--- config.mk ---
export PLATFORM = sky130hd
export DESIGN_NAME = gameover_banner
export DESIGN_NICKNAME = d
export VERILOG_FILES = /design/src/rtl/gameover_banner.sv
export SDC_FILE = /design/constraint.sdc
export NUM_CORES = 1
export LEC_CHECK = 0
export ABC_CLOCK_PERIOD_IN_PS = 2950
export BUFFER_PORTS_ARGS = -buffer_cell sky130_fd_sc_hd__buf_2
export CORE_MARGIN = 2
export CORE_UTILIZATION = 49
export DETAILED_ROUTE_END_ITERATION = 6
export PLACE_DENSITY = 0.81
export SYNTH_ARGS = -nofsm -noshare
export SYNTH_HDL_FRONTEND = slang
export SYNTH_SLANG_ARGS = --single-unit
--- constraint.sdc ---
create_clock -name clk -period 2.95 [get_ports clk]
set_input_delay 0.295 -clock clk [delete_from_list [all_inputs] [get_ports clk]]
set_output_delay 0.295 -clock clk [all_outputs]
set_load 0.02 [all_outputs]
--- src/rtl/gameover_banner.sv ---
// gameover_banner: slides the game-over sprite down from the top, holds it, then blinks it,
// compositing it over the background with a one-clock registered pixel output.
module gameover_banner #(
    parameter int IMG_W        = 256,
    parameter int IMG_H        = 32,
    parameter int X_POS        = 192,
    parameter int Y_FINAL      = 224,
    parameter int SLIDE_STEP   = 4,
    parameter int BLINK_FRAMES = 30
) (
    input  logic       clk,
    input  logic       rst_n,
    input  logic       frame_start,
    input  logic       game_over,
    input  logic [9:0] hcount,
    input  logic [9:0] vcount,
    input  logic       video_on,
    input  logic [7:0] bg_r,
    input  logic [7:0] bg_g,
    input  logic [7:0] bg_b,
    output logic [9:0] img_x,
    output logic [9:0] img_y,
    input  logic [7:0] img_r,
    input  logic [7:0] img_g,
    input  logic [7:0] img_b,
    input  logic       img_a,
    output logic [7:0] out_r,
    output logic [7:0] out_g,
    output logic [7:0] out_b,
    output logic       out_video_on,
    output logic       banner_active
);
    localparam int CW = $clog2(BLINK_FRAMES + 1);

    typedef enum logic [1:0] {IDLE, SLIDE, HOLD, BLINK} state_t;

    state_t        state;
    logic [9:0]    y_pos;
    logic [CW-1:0] cnt;
    logic          visible;
    logic          hit;

    // 11-bit compares so the right/bottom edges never wrap
    always_comb begin
        hit = visible
            && {1'b0, hcount} >= 11'(X_POS) && {1'b0, hcount} < 11'(X_POS + IMG_W)
            && vcount >= y_pos && {1'b0, vcount} < {1'b0, y_pos} + 11'(IMG_H);
        img_x = hit ? hcount - 10'(X_POS) : '0;
        img_y = hit ? vcount - y_pos : '0;
    end

    always_ff @(posedge clk or negedge rst_n) begin
        if (!rst_n) begin
            state         <= IDLE;
            y_pos         <= '0;
            cnt           <= '0;
            visible       <= 1'b0;
            banner_active <= 1'b0;
            out_r         <= '0;
            out_g         <= '0;
            out_b         <= '0;
            out_video_on  <= 1'b0;
        end else begin
            out_video_on <= video_on;
            {out_r, out_g, out_b} <= !video_on ? 24'h0 :
                                     (hit && img_a) ? {img_r, img_g, img_b} : {bg_r, bg_g, bg_b};
            // all animation state moves only on frame_start to avoid mid-frame tearing
            if (frame_start) begin
                if (state != IDLE && !game_over) begin
                    state         <= IDLE;
                    y_pos         <= '0;
                    cnt           <= '0;
                    visible       <= 1'b0;
                    banner_active <= 1'b0;
                end else begin
                    case (state)
                        IDLE: if (game_over) begin
                            state         <= SLIDE;
                            visible       <= 1'b1;
                            banner_active <= 1'b1;
                        end
                        SLIDE: if ({1'b0, y_pos} + 11'(SLIDE_STEP) >= 11'(Y_FINAL)) begin
                            y_pos <= 10'(Y_FINAL);
                            cnt   <= '0;
                            state <= HOLD;
                        end else begin
                            y_pos <= y_pos + 10'(SLIDE_STEP);
                        end
                        HOLD: if (cnt == CW'(BLINK_FRAMES - 1)) begin
                            cnt   <= '0;
                            state <= BLINK;
                        end else begin
                            cnt <= cnt + CW'(1);
                        end
                        BLINK: if (cnt == CW'(BLINK_FRAMES - 1)) begin
                            cnt     <= '0;
                            visible <= !visible;
                        end else begin
                            cnt <= cnt + CW'(1);
                        end
                        default: state <= IDLE;
                    endcase
                end
            end
        end
    end
endmodule

# == Word level (Yosys, flattened, before mapping) ==
# Index checks and enable logic that the tools add are counted.
# Widths: inputs -> output; s select.
# op_classes
add_sub_neg,6
multipliers,0
div_mod_pow,0
order_cmp,5
n_eq_ne,8
shifts,0
n_mux,22
n_bitwise,0
reduce_logical,22
# op_table
operator,count
$mux 10,5
$mux 24,2
$mux 5,3
$ne 3x3->1 const B,4
$add 10x3->11 const B,1
$add 10x6->11 const B,1
$ge 11x8->1 const B,1
$lt 10x11->1,1
$add 10x3->10 const B,1
$ge 10x10->1,1
$ge 10x8->1 const B,1
$lt 10x9->1 const B,1
$pmux 5 s2,1
$sub 10x10->10,1
$sub 10x8->10 const B,1
$mux 2,4
$reduce_bool 2->1,4
$logic_and 1x1->1,6
$pmux 2 s3,1
$reduce_and 3->1,2
$reduce_bool 3->1,2
$add 5x1->5 const B,1
$eq 5x5->1 const B,1
$mux 1,5
10 further kinds,12
# word_totals
regBits,44
latch_bits,0
ramBits,0
rom_bits,0
input_bits,74
out_inout_bits,46
word_cells,72
n_memories,0

# == Logic depth before layout (Yosys ltp) ==
# Gate-level depths: netlist of the first run.
# logic_depth
depth_word,8
mapped_depth,12
depth_no_buf,10

# == Worst setup path before layout of the first run ==
# OpenSTA, ideal clock, no wires.
# synth_path
path_type,register to output
start,reg y_pos[6]
end,out img_y[5]
arrival_time_ns,2.676
required_ns,2.655
setup_slack_ns,-0.021
path_stages_with_launch,11
path_buffers,1
cell_sequence,dfrtp_1 -> ha_1 -> nand3_1 -> xnor2_1 -> ha_1 -> a21oi_1 -> o2bb2ai_1 -> nand4b_2 -> a311o_2 -> clkbuf_1 -> nor3b_1
# synth_between
elab_chain_len,4
elab_cells_between_ends,6
classes_between,add/sub: 1; order compare: 2; mux: 1; reduce/logical: 2
# synth_lines
item,line,rtl
from (decl),38,logic [9:0] y_pos;
from (signal assigned),83,y_pos <= 10'(Y_FINAL);
from (signal assigned),87,y_pos <= y_pos + 10'(SLIDE_STEP);
$add 10x6->11 / $ge 10x10->1 (equally long branches),47,"&& vcount >= y_pos && {1'b0, vcount} < {1'b0, y_pos} + 11'(IMG_H);"
$lt 10x11->1 / $logic_and 1x1->1 (equally long branches),47,
$logic_and 1x1->1 (*),47,
$mux 10 (*),49,img_y = hit ? vcount - y_pos : '0;
to (decl),22,"output logic [9:0] img_y,"
# Every way passes the cells marked *; elsewhere a longest branch is shown, timed or not.

# == Final worst setup path of the first run ==
# layout_path
start,reg y_pos[5]
end,out img_y[5]
# layout_between
elab_chain_len,4
elab_cells_between_ends,7
classes_between,add/sub: 2; order compare: 2; mux: 1; reduce/logical: 2
# layout_lines
item,line
$add 10x6->11 / $ge 10x10->1 (equally long branches),47
$lt 10x11->1 / $logic_and 1x1->1 (equally long branches),47
$logic_and 1x1->1,47
$mux 10 (*),49
# Marks and branches as above.

==> results.py, run 1 <==
metrics = {
    "timing": {
        "finalCritPeriodShare_pct": 101,
        "fin_ws_ps": -29.8,
        "rsz0062_at_grt": "true",
        "slew_headroom_pct": 38.4,
        "tns_ps": -29.8,
        "setup_viol": 1,
        "tightestPinTransition_ps": 924,
        "max_freq_mhz": 336,
        "report.final.slew_viol_count": 0,
        "finalHoldViolations": 0,
        "fin_skew_ps": 12.6,
        "min_period_ps": 2980,
    },
    "yosys": {
        "ys_async_sr_fraction_pct": 100,
        "yosysTopAreaCellShare_pct": 34.9,
        "yosys_warnings": 0,
        "synth_area_sq_um": 3010,
        "synth_cells": 333,
        "avgSynthCellArea_sq_um": 9.05,
        "synth_area_leaders": "dfrtp_1, ha_1, mux2i_1",
        "yosysTopAreaCell": "dfrtp_1",
        "yosysUniqueCellTypes": 51,
        "seq_area_frac_synth_pct": 34.9,
        "synth-edff-count": 0,
        "synth_flop_cell": "dfrtp_1",
        "yosys_register_bits": 42,
    },
    "global_routing": {
        "grt_usage_pct": 21.6,
        "antenna_found_initial": 0,
        "grt_max_degree": 50,
        "overflow": 0,
        "grt_pass1_wl_microns": 11500,
        "grt_pass1_vias": 2675,
    },
    "worst_setup_path": {
        "crit_path_end_kind": "output port",
        "cp.arrival_ps": 2680,
        "criticalPathCategory": "flop to output port",
        "regToRegStartpoint": "state[1]",
        "cp.required_ps": 2650,
        "worstSetupStartpointType": "flop",
        "crit_start": "y_pos[5]",
        "path_max_fanout": 5,
    },
    "worst_hold_path": {
        "hp-class": "input port to asynchronous set/reset pin",
    },
    "die": {
        "start_util_pct": 50.9,
        "die_h_microns": 82.4,
        "die-area_sq_um": 6790,
        "rows": 28,
        "die_w_microns": 82.4,
        "num_io_pins": 120,
        "fp.coreArea_sq_um": 5920,
    },
    "clock_network": {
        "worstSkewPairLatency_ps": 290,
        "root_buffer": "clkbuf_8",
        "clockBufferDepth": 2,
        "postCtsHoldBufs": 0,
        "cts_tree": "built",
        "numCtsBuffers": 5,
        "cts_max_level": 2,
        "clk_pin_slew_ps": 90,
        "cts_sinks": 42,
    },
    "routing": {
        "vias": 2826,
        "drc": 0,
        "routed_wl_microns": 7270,
        "firstDrtPassIters": 4,
        "wl_per_cell_microns": 13.7,
        "drt-initial-drc-count": 190,
        "antenna_left": 0,
        "vias_per_cell": 5.34,
    },
    "power": {
        "p_sw_mw": 0.905,
        "finalPower_mw": 2.15,
        "sequentialPowerShare_pct": 35.0,
        "p_leak_nw": 1.95,
        "pwr-share-comb_pct": 47.8,
        "p_int_mw": 1.25,
        "pwr-share-clk_pct": 17.3,
        "ir_drop_mv": 0.351,
        "power.share.switching_pct": 42.0,
        "power_density_nw_per_um2": 563,
    },
    "job": {
        "drv_cap": 0,
    },
    "run_status": {
        "violations": "negative setup slack",
        "status": "complete, but fails checks",
    },
    "placed_design": {
        "routabilityCongestion": 0.837,
        "place_ws_ps": 138,
        "port_buffers": 118,
        "post-dp-hpwl_microns": 5610,
    },
    "finish": {
        "utilization_pct": 64.6,
        "nets": 553,
        "multi_input_area_sq_um": 1850,
        "seqCellArea_sq_um": 1050,
        "syn_to_final_growth_pct": 26.9,
        "final_common_cell": "buf_2",
        "mostFrequentLayoutCells": "buf_2, nand2_1, dfrtp_1",
        "nFillCells": 484,
        "drive_above_1_share_pct": 35.5,
        "diodes": 0,
    },
}
[per-layer routing]
layer  track usage [%]  vias to the layer above  routed length, microns
met3              5.43                       10                     528
met5                 0                        -                       0
met4              5.00                        0                      82
li1                  -                     1392                       -
met2              36.6                      115                    3640
met1              27.7                     1309                    3020
[power by group through the flow]
stage	clock network [mW]	registers (mW)	logic (mW)
final	0.371	0.753	1.03
after global routing	0.403	0.766	1.15
after CTS	0.376	0.749	1.01
after detailed placement	0	0.765	0.978
after global placement	0	0.756	0.948
after floorplan	0	0.786	0.681
[cell families after synthesis]
kind of cell / after synthesis / synth area share (%)
compound gates: 64 / 15.4
mux: 26 / 8.63
buf+inv: 32 / 5.98
xor+xnor: 11 / 3.20
flops: 42 / 34.9
fa+ha+maj: 26 / 10.8
other cells: 2 / 0.249
simple gates: 130 / 20.8
[timing repair]
action,in CTS,in global routing
pin swaps,4,10
setup buffers,1,2
cloned,1,0
endpoints found under the setup margin,19,19
resized for setup,5,14
[stage by stage]
step / std cells / hold slack (ps) / area [sq um]
floorplan: 334 / -0.591 / 3020
global placement: 517 / 488 / 3640
detailed placement: 517 / 485 / 3640
CTS: 527 / 165 / 3760
global route: 529 / 208 / 3820
finish: 529 / 130 / 3820
[cells in the mapped netlist (all sizes together), types with 2 or more instances]
| library cell | count |
|---|---|
| a41oi | 2 |
| and3 | 2 |
| a211oi | 3 |
| mux2i | 26 |
| o22a | 3 |
| dfrtp | 42 |
| conb | 2 |
| nor2 | 16 |
| xnor2 | 6 |
| a21boi | 2 |
| o21ai | 14 |
| and2 | 14 |
| a21oi | 20 |
| nand2 | 67 |
| nand3 | 9 |
| a21o | 4 |
| o2111ai | 2 |
| a211o | 2 |
| ha | 26 |
| o31ai | 2 |
| buf | 6 |
| nand2b | 3 |
| nor3b | 3 |
| inv | 18 |
| nor2b | 2 |
| nand4 | 3 |
| nor3 | 5 |
| clkbuf | 8 |
| o211ai | 2 |
| xor2 | 5 |
[critical path: stages, from the launching register on]
cell,delay [ps]
dfrtp_1,380
ha_2,190
nand3_2,70
xnor2_1,140
ha_1,330
a21oi_2,180
o2bb2ai_2,140
nand4b_4,150
a311o_2,460
nor3b_2,200
buf_4,160
[state kept, by name, indices dropped and copies added (netlist names)]
signal / count
state: 2
out_r: 8
out_b: 8
visible: 1
out_video_on: 1
y_pos: 8
banner_active: 1
cnt: 5
out_g: 8
[worst paths after layout]
| check | end | slack, ps | cells after the start |
|---|---|---|---|
| setup reg to reg | cnt[2] | 320 | 8 |
| max in group asynchronous | y_pos[7] | 2200 | 1 |
| hold / removal | out_video_on | 130 | 1 |
| min in group clk | out_r[6] | 230 | 3 |
| hold reg to reg | banner_active | 520 | 2 |
| setup / recovery | img_y[5] | -30 | 10 |
[cell type report]
| type | instances | area share (%) |
|---|---|---|
| clock buffers | 6 | 1.90 |
| clock inverters | 2 | 0.360 |
| inverters | 18 | 1.77 |
| multi-input cells | 261 | 48.4 |
| flip-flops and latches | 42 | 27.5 |
| well taps | 75 | 2.45 |
| repair buffers | 125 | 17.6 |
Note: power is estimated with default switching activity, not from simulation.
==> inputs of run 2 (changes only) <==
--- a/config.mk
+++ b/config.mk
@@ -5,10 +5,11 @@
 export SDC_FILE = /design/constraint.sdc
 export NUM_CORES = 1
 export LEC_CHECK = 0
+export ABC_AREA = 1
 export ABC_CLOCK_PERIOD_IN_PS = 2950
 export BUFFER_PORTS_ARGS = -buffer_cell sky130_fd_sc_hd__buf_2
 export CORE_MARGIN = 2
-export CORE_UTILIZATION = 49
+export CORE_UTILIZATION = 51
 export DETAILED_ROUTE_END_ITERATION = 6
 export PLACE_DENSITY = 0.81
 export SYNTH_ARGS = -nofsm -noshare
==> run 2 against run 1 <==
The run now ends clean. Combinational power about the same. Clock-buffer cell count unchanged. Wire length up 18%. Worst setup slack better by 150 ps. Register-to-register slack better by 100 ps. Global-route usage up 1.7 points. Largest cell class unchanged. Synthesized cell count up 50%. Non-clock buffer count up 3. Fmax up 5.2%. Worst hold slack better by 25 ps. Highest routed layer unchanged.
==> results.py, run 2 <==
metrics = {
    "clock_network": {
        "clockBufferDepth": 2,
        "clk_pin_slew_ps": 80,
        "cts_tree": "built",
        "cts_sinks": 42,
        "root_buffer": "clkbuf_8",
        "worstSkewPairLatency_ps": 290,
        "numCtsBuffers": 5,
        "postCtsHoldBufs": 0,
        "cts_max_level": 2,
    },
    "timing": {
        "report.final.slew_viol_count": 0,
        "finalCritPeriodShare_pct": 96.0,
        "tightestPinTransition_ps": 967,
        "min_period_ps": 2830,
        "fin_ws_ps": 119,
        "max_freq_mhz": 353,
        "finalHoldViolations": 0,
        "fin_skew_ps": 6.91,
        "setup_viol": 0,
        "slew_headroom_pct": 35.5,
    },
    "worst_setup_path": {
        "critPathBufInv": 3,
        "r2r_setup_slack_ps": 420,
        "cp.arrival_ps": 2540,
        "path_max_fanout": 19,
        "slowest_stage": "dfrtp_2",
        "crit_start": "y_pos[5]",
        "crit_cells": 12,
        "crit_chain": "buf_4 > nand3_1 > xor2_1 > ha_1 > a21oi_2 > inv_1 > nand3_1 > nand3_2 > nor2_4 > nand2_8 > nor3b_1 > buf_2",
        "regToRegStartpoint": "y_pos[5]",
        "r2r-end": "out_r[0]",
        "critPathTopFamily": "simple AND/OR/NAND/NOR gates",
        "criticalPathCategory": "flop to output port",
        "slowest_delay_ps": 440,
        "worstRegToRegCells": 13,
        "worstSetupStartpointType": "flop",
        "crit_path_end_kind": "output port",
        "cp.required_ps": 2650,
        "critPathMostFrequentCell": "nand3_1",
    },
    "finish": {
        "utilization_pct": 65.7,
        "multi_input_area_sq_um": 1770,
        "diodes": 0,
        "syn_to_final_growth_pct": 24.9,
        "nets": 725,
        "mostFrequentLayoutCells": "inv_1, buf_2, nand2_1",
        "final_cell_area_sq_um": 4170,
        "final_cells": 702,
        "nFillCells": 569,
        "final_common_cell": "inv_1",
        "seqCellArea_sq_um": 1050,
        "drive_above_1_share_pct": 24.0,
    },
    "die": {
        "fp.coreArea_sq_um": 6350,
        "rows": 29,
        "start_util_pct": 52.6,
        "die_w_microns": 84.9,
        "die_h_microns": 84.9,
        "die-area_sq_um": 7210,
        "num_io_pins": 120,
    },
    "routing": {
        "highest_layer": "met4",
        "drc": 0,
        "wl_met2_microns": 4510,
        "vias": 3518,
        "firstDrtPassIters": 5,
        "vias_per_cell": 5.01,
        "drt-met1-wl_microns": 3410,
        "routed_wl_microns": 8550,
        "wl_per_cell_microns": 12.2,
        "wl_met3_microns": 458,
        "antenna_left": 0,
        "drt-initial-drc-count": 169,
    },
    "power": {
        "power_density_nw_per_um2": 537,
        "finalPower_mw": 2.24,
        "p_leak_nw": 2.64,
        "ir_drop_mv": 0.361,
    },
    "placed_design": {
        "place_ws_ps": 315,
        "routabilityCongestion": 0.863,
        "dp_cells": 685,
        "dpl_cell_area_sq_um": 3950,
        "port_buffers": 118,
        "post-dp-hpwl_microns": 6410,
    },
    "job": {
        "drv_cap": 0,
    },
    "yosys": {
        "synth_commonest_cells": "inv_1, nand2_1, nor2_1, dfrtp_1, nand4_1",
        "synthMostInstantiatedCell": "inv_1",
        "yosys_warnings": 0,
        "synth_cells": 501,
        "yosysTopAreaCell": "dfrtp_1",
        "synth_area_leaders": "dfrtp_1, inv_1, nand2_1",
        "synth_flop_cell": "dfrtp_1",
        "seq_area_frac_synth_pct": 31.5,
        "synth-edff-count": 0,
        "synth_area_sq_um": 3340,
        "ys_async_sr_fraction_pct": 100,
        "yosysTopAreaCellShare_pct": 31.5,
        "yosys_register_bits": 42,
        "avgSynthCellArea_sq_um": 6.67,
        "yosysUniqueCellTypes": 31,
    },
    "run_status": {
        "status": "finished, final reports clean",
    },
    "worst_hold_path": {
        "hp-class": "input port to asynchronous set/reset pin",
    },
    "global_routing": {
        "grt_pass1_vias": 3278,
        "grt_pass1_wl_microns": 13900,
        "antenna_found_initial": 0,
        "grt_max_degree": 43,
        "overflow": 0,
        "grt_usage_pct": 23.3,
    },
}
run 2: cell types whose count changed in the layout (fill, tap and decap cells not counted), sizes merged, moves of 5 or more:
cell / change
xor2: +5
nand3: +10
inv: +107
nor2: +58
and2: -14
nand2: +47
mux2i: -26
nand4: +27
run 2: cell families (layout without fill, tap and decap cells):
logic type,after synthesis,in the layout,synth area share (%)
compound gates,38,38,6.07
xor+xnor,15,15,3.93
fa+ha+maj,26,26,9.74
buf+inv,138,260,16.7
flops,42,42,31.5
other cells,2,3,0.225
simple gates,240,241,31.8
run 2: power breakdown:
part | internal [mW] | leakage, nW | switching, mW
Clock | 0.271 | 0.0573 | 0.188
Combinational | 0.400 | 2.04 | 0.646
Sequential | 0.658 | 0.543 | 0.0734
run 2: layout make-up:
cell class / count / share of cell area (%)
multi-input combinational: 323 / 42.5
sequential: 42 / 25.2
timing repair buffer: 128 / 16.0
inverter: 125 / 11.3
tap: 77 / 2.31
clock buffer: 6 / 1.98
clock inverter: 1 / 0.720
run 2: metal layers:
layer  track usage [%]  up-vias
met5                 0        -
met4              8.23        0
met3              4.57       14
met2              42.7      108
met1              27.0     1636
li1                  -     1760
run 2: worst max-delay path by stage:
| stage | slack [ps] | to |
|---|---|---|
| 3_5_place_dp | 320 | img_y[2] |
| 5_1_grt | -30 | img_y[2] |
| 6_report | 120 | img_y[9] |
| 4_1_cts | 30 | img_y[2] |
| 3_3_place_gp | 400 | img_y[2] |
| 2_1_floorplan | 380 | img_y[9] |
run 2: stage by stage:
stage               setup TNS [ps]  hold WS [ps]
finish                           0           156
global route                 -50.3           243
CTS                              0           199
detailed placement               0           500
global placement                 0           483
floorplan                        0        -0.591
run 2: what timing repair did:
action	CTS	global route
gates cloned	1	0
endpoints found under the setup margin	1	19
setup buffers	0	9
pin swaps	0	4
gates resized for setup	0	8
==> inputs of run 3 (changes only) <==
--- a/config.mk
+++ b/config.mk
@@ -8,6 +8,7 @@
 export ABC_AREA = 1
 export ABC_CLOCK_PERIOD_IN_PS = 2950
 export BUFFER_PORTS_ARGS = -buffer_cell sky130_fd_sc_hd__buf_2
+export CORE_ASPECT_RATIO = 1.4
 export CORE_MARGIN = 2
 export CORE_UTILIZATION = 51
 export DETAILED_ROUTE_END_ITERATION = 6
==> run 3 against run 2 <==
Die area up 0.13%. Clock-buffer cell count is 1 lower. Worst hold slack worse by 34 ps. Register-to-register slack gained 80 ps. Clock power is 17% lower. Sequential share of layout area grew 0.24 points. Critical path depth did not move. Power down 5.7%. Sequential power up 0.7%. Combinational power shrank 6%. Highest routed layer unchanged. Final area decreased by 0.96%.
==> results.py, run 3 (synthesis results as in run 2) <==
metrics = {
    "timing": {
        "min_period_ps": 2800,
        "max_freq_mhz": 357,
        "tightestPinTransition_ps": 924,
        "hold_ws_ps": 122,
        "fin_ws_ps": 145,
        "tns_ps": 0,
        "report.final.slew_viol_count": 0,
        "setup_viol": 0,
        "finalHoldViolations": 0,
        "slew_headroom_pct": 38.4,
        "fin_skew_ps": 12.6,
        "finalCritPeriodShare_pct": 95.1,
    },
    "global_routing": {
        "grt_max_degree": 43,
        "overflow": 0,
        "grt_pass1_vias": 3245,
        "met2_usage_pct": 40.6,
        "gr-usage-met1_pct": 25.3,
        "grt_pass1_wl_microns": 13100,
        "busiest_layer": "met2",
        "grt_usage_pct": 22.0,
        "use_met3_pct": 4.26,
        "antenna_found_initial": 0,
    },
    "clock_network": {
        "postCtsHoldBufs": 0,
        "cts_sinks": 42,
        "root_buffer": "clkbuf_8",
        "cts_max_level": 2,
        "worstSkewPairLatency_ps": 300,
        "clk_pin_slew_ps": 90,
        "cts_tree": "built",
        "clockBufferDepth": 2,
        "numCtsBuffers": 5,
    },
    "placed_design": {
        "place_ws_ps": 318,
        "post-dp-hpwl_microns": 5980,
        "dpl_cell_area_sq_um": 3940,
        "routabilityCongestion": 0.883,
        "port_buffers": 118,
    },
    "worst_hold_path": {
        "hp-class": "input port to asynchronous set/reset pin",
    },
    "job": {
        "drv_cap": 0,
    },
    "routing": {
        "vias": 3414,
        "drt-initial-drc-count": 195,
        "vias_per_cell": 4.90,
        "antenna_left": 0,
        "wl_per_cell_microns": 11.6,
        "firstDrtPassIters": 4,
        "routed_wl_microns": 8060,
        "drc": 0,
    },
    "finish": {
        "seqCellArea_sq_um": 1050,
        "syn_to_final_growth_pct": 23.7,
        "nFillCells": 578,
        "diodes": 0,
        "mostFrequentLayoutCells": "inv_1, buf_2, nand2_1",
        "final_common_cell": "inv_1",
        "final_cell_area_sq_um": 4130,
        "multi_input_area_sq_um": 1770,
        "nets": 724,
        "drive_above_1_share_pct": 23.8,
    },
    "worst_setup_path": {
        "cp.arrival_ps": 2510,
        "crit_path_end_kind": "output port",
        "cp.required_ps": 2650,
        "criticalPathCategory": "flop to output port",
        "worstSetupStartpointType": "flop",
        "path_max_fanout": 13,
    },
    "die": {
        "die-area_sq_um": 7220,
        "die_w_microns": 72.4,
        "rows": 34,
        "die_h_microns": 99.7,
        "num_io_pins": 120,
        "fp.coreArea_sq_um": 6300,
        "start_util_pct": 53.0,
    },
    "power": {
        "p_leak_nw": 2.62,
        "power_density_nw_per_um2": 511,
        "finalPower_mw": 2.11,
        "ir_drop_mv": 0.336,
    },
    "run_status": {
        "status": "finished, final reports clean",
    },
}
[run 3: cell types whose count changed in the layout (fill, tap and decap cells not counted)]
| cell | change |
|---|---|
| clkinv_2 | +2 |
| a21oi_1 | +1 |
| a21oi_2 | -1 |
| buf_4 | -1 |
| bufinv_16 | -1 |
| clkbuf_8 | -1 |
| inv_6 | +1 |
| nand3_1 | -1 |
| nand3_2 | +1 |
| nor2_1 | +1 |
| nor2_2 | -1 |
[run 3: metal layers]
metal | wire length, microns | vias up
li1 | - | 1754
met1 | 3300 | 1525
met2 | 4060 | 121
met3 | 566 | 14
met4 | 139 | 0
met5 | 0 | -
[run 3: critical path, cell delays in order (launching register included)]
cell and delay (ps):
dfrtp_1 430, nand3_1 170, xor2_1 180, ha_1 310, a21oi_1 160, inv_1 70, nand3_1 120, nand3_2 90
nor2_4 170, nand2_8 100, buf_4 160, nor2_1 80, buf_2 170
[run 3: final timing paths]
check,start,slack (ps),endpoint,depth (start not counted)
worst max-delay path,y_pos[7],150,img_x[0],12
worst min-delay path,rst_n,120,out_r[6],1
worst max register to register,y_pos[7],500,out_r[6],13
worst min register to register,y_pos[9],510,y_pos[9],2
max in group asynchronous,rst_n,2170,y_pos[5],1
min in group clk,bg_r[1],270,out_r[1],5
[run 3: through the flow]
step	utilization, %	std cells
6_report	65.6	697
5_1_grt	65.6	697
4_1_cts	64.1	688
3_5_place_dp	62.6	680
3_3_place_gp	62.6	680
2_1_floorplan	-	502
[run 3: where the power goes]
group / switching, mW / internal [mW]
logic: 0.616 / 0.376
clock network: 0.215 / 0.167
registers: 0.0789 / 0.658
[run 3: what timing repair did]
action | in CTS | in global routing
buffers inserted | 0 | 8
cloned | 0 | 1
resized for setup | 1 | 6
pin swaps | 1 | 4
endpoints found under the setup margin | 1 | 19
[run 3: area by class of cell]
class	instances	share of cell area, %
tap	72	2.18
sequential	42	25.5
clock inverter	3	0.454
clock buffer	5	1.67
timing repair buffer	127	16.0
inverter	125	11.4
multi-input combinational	323	42.9
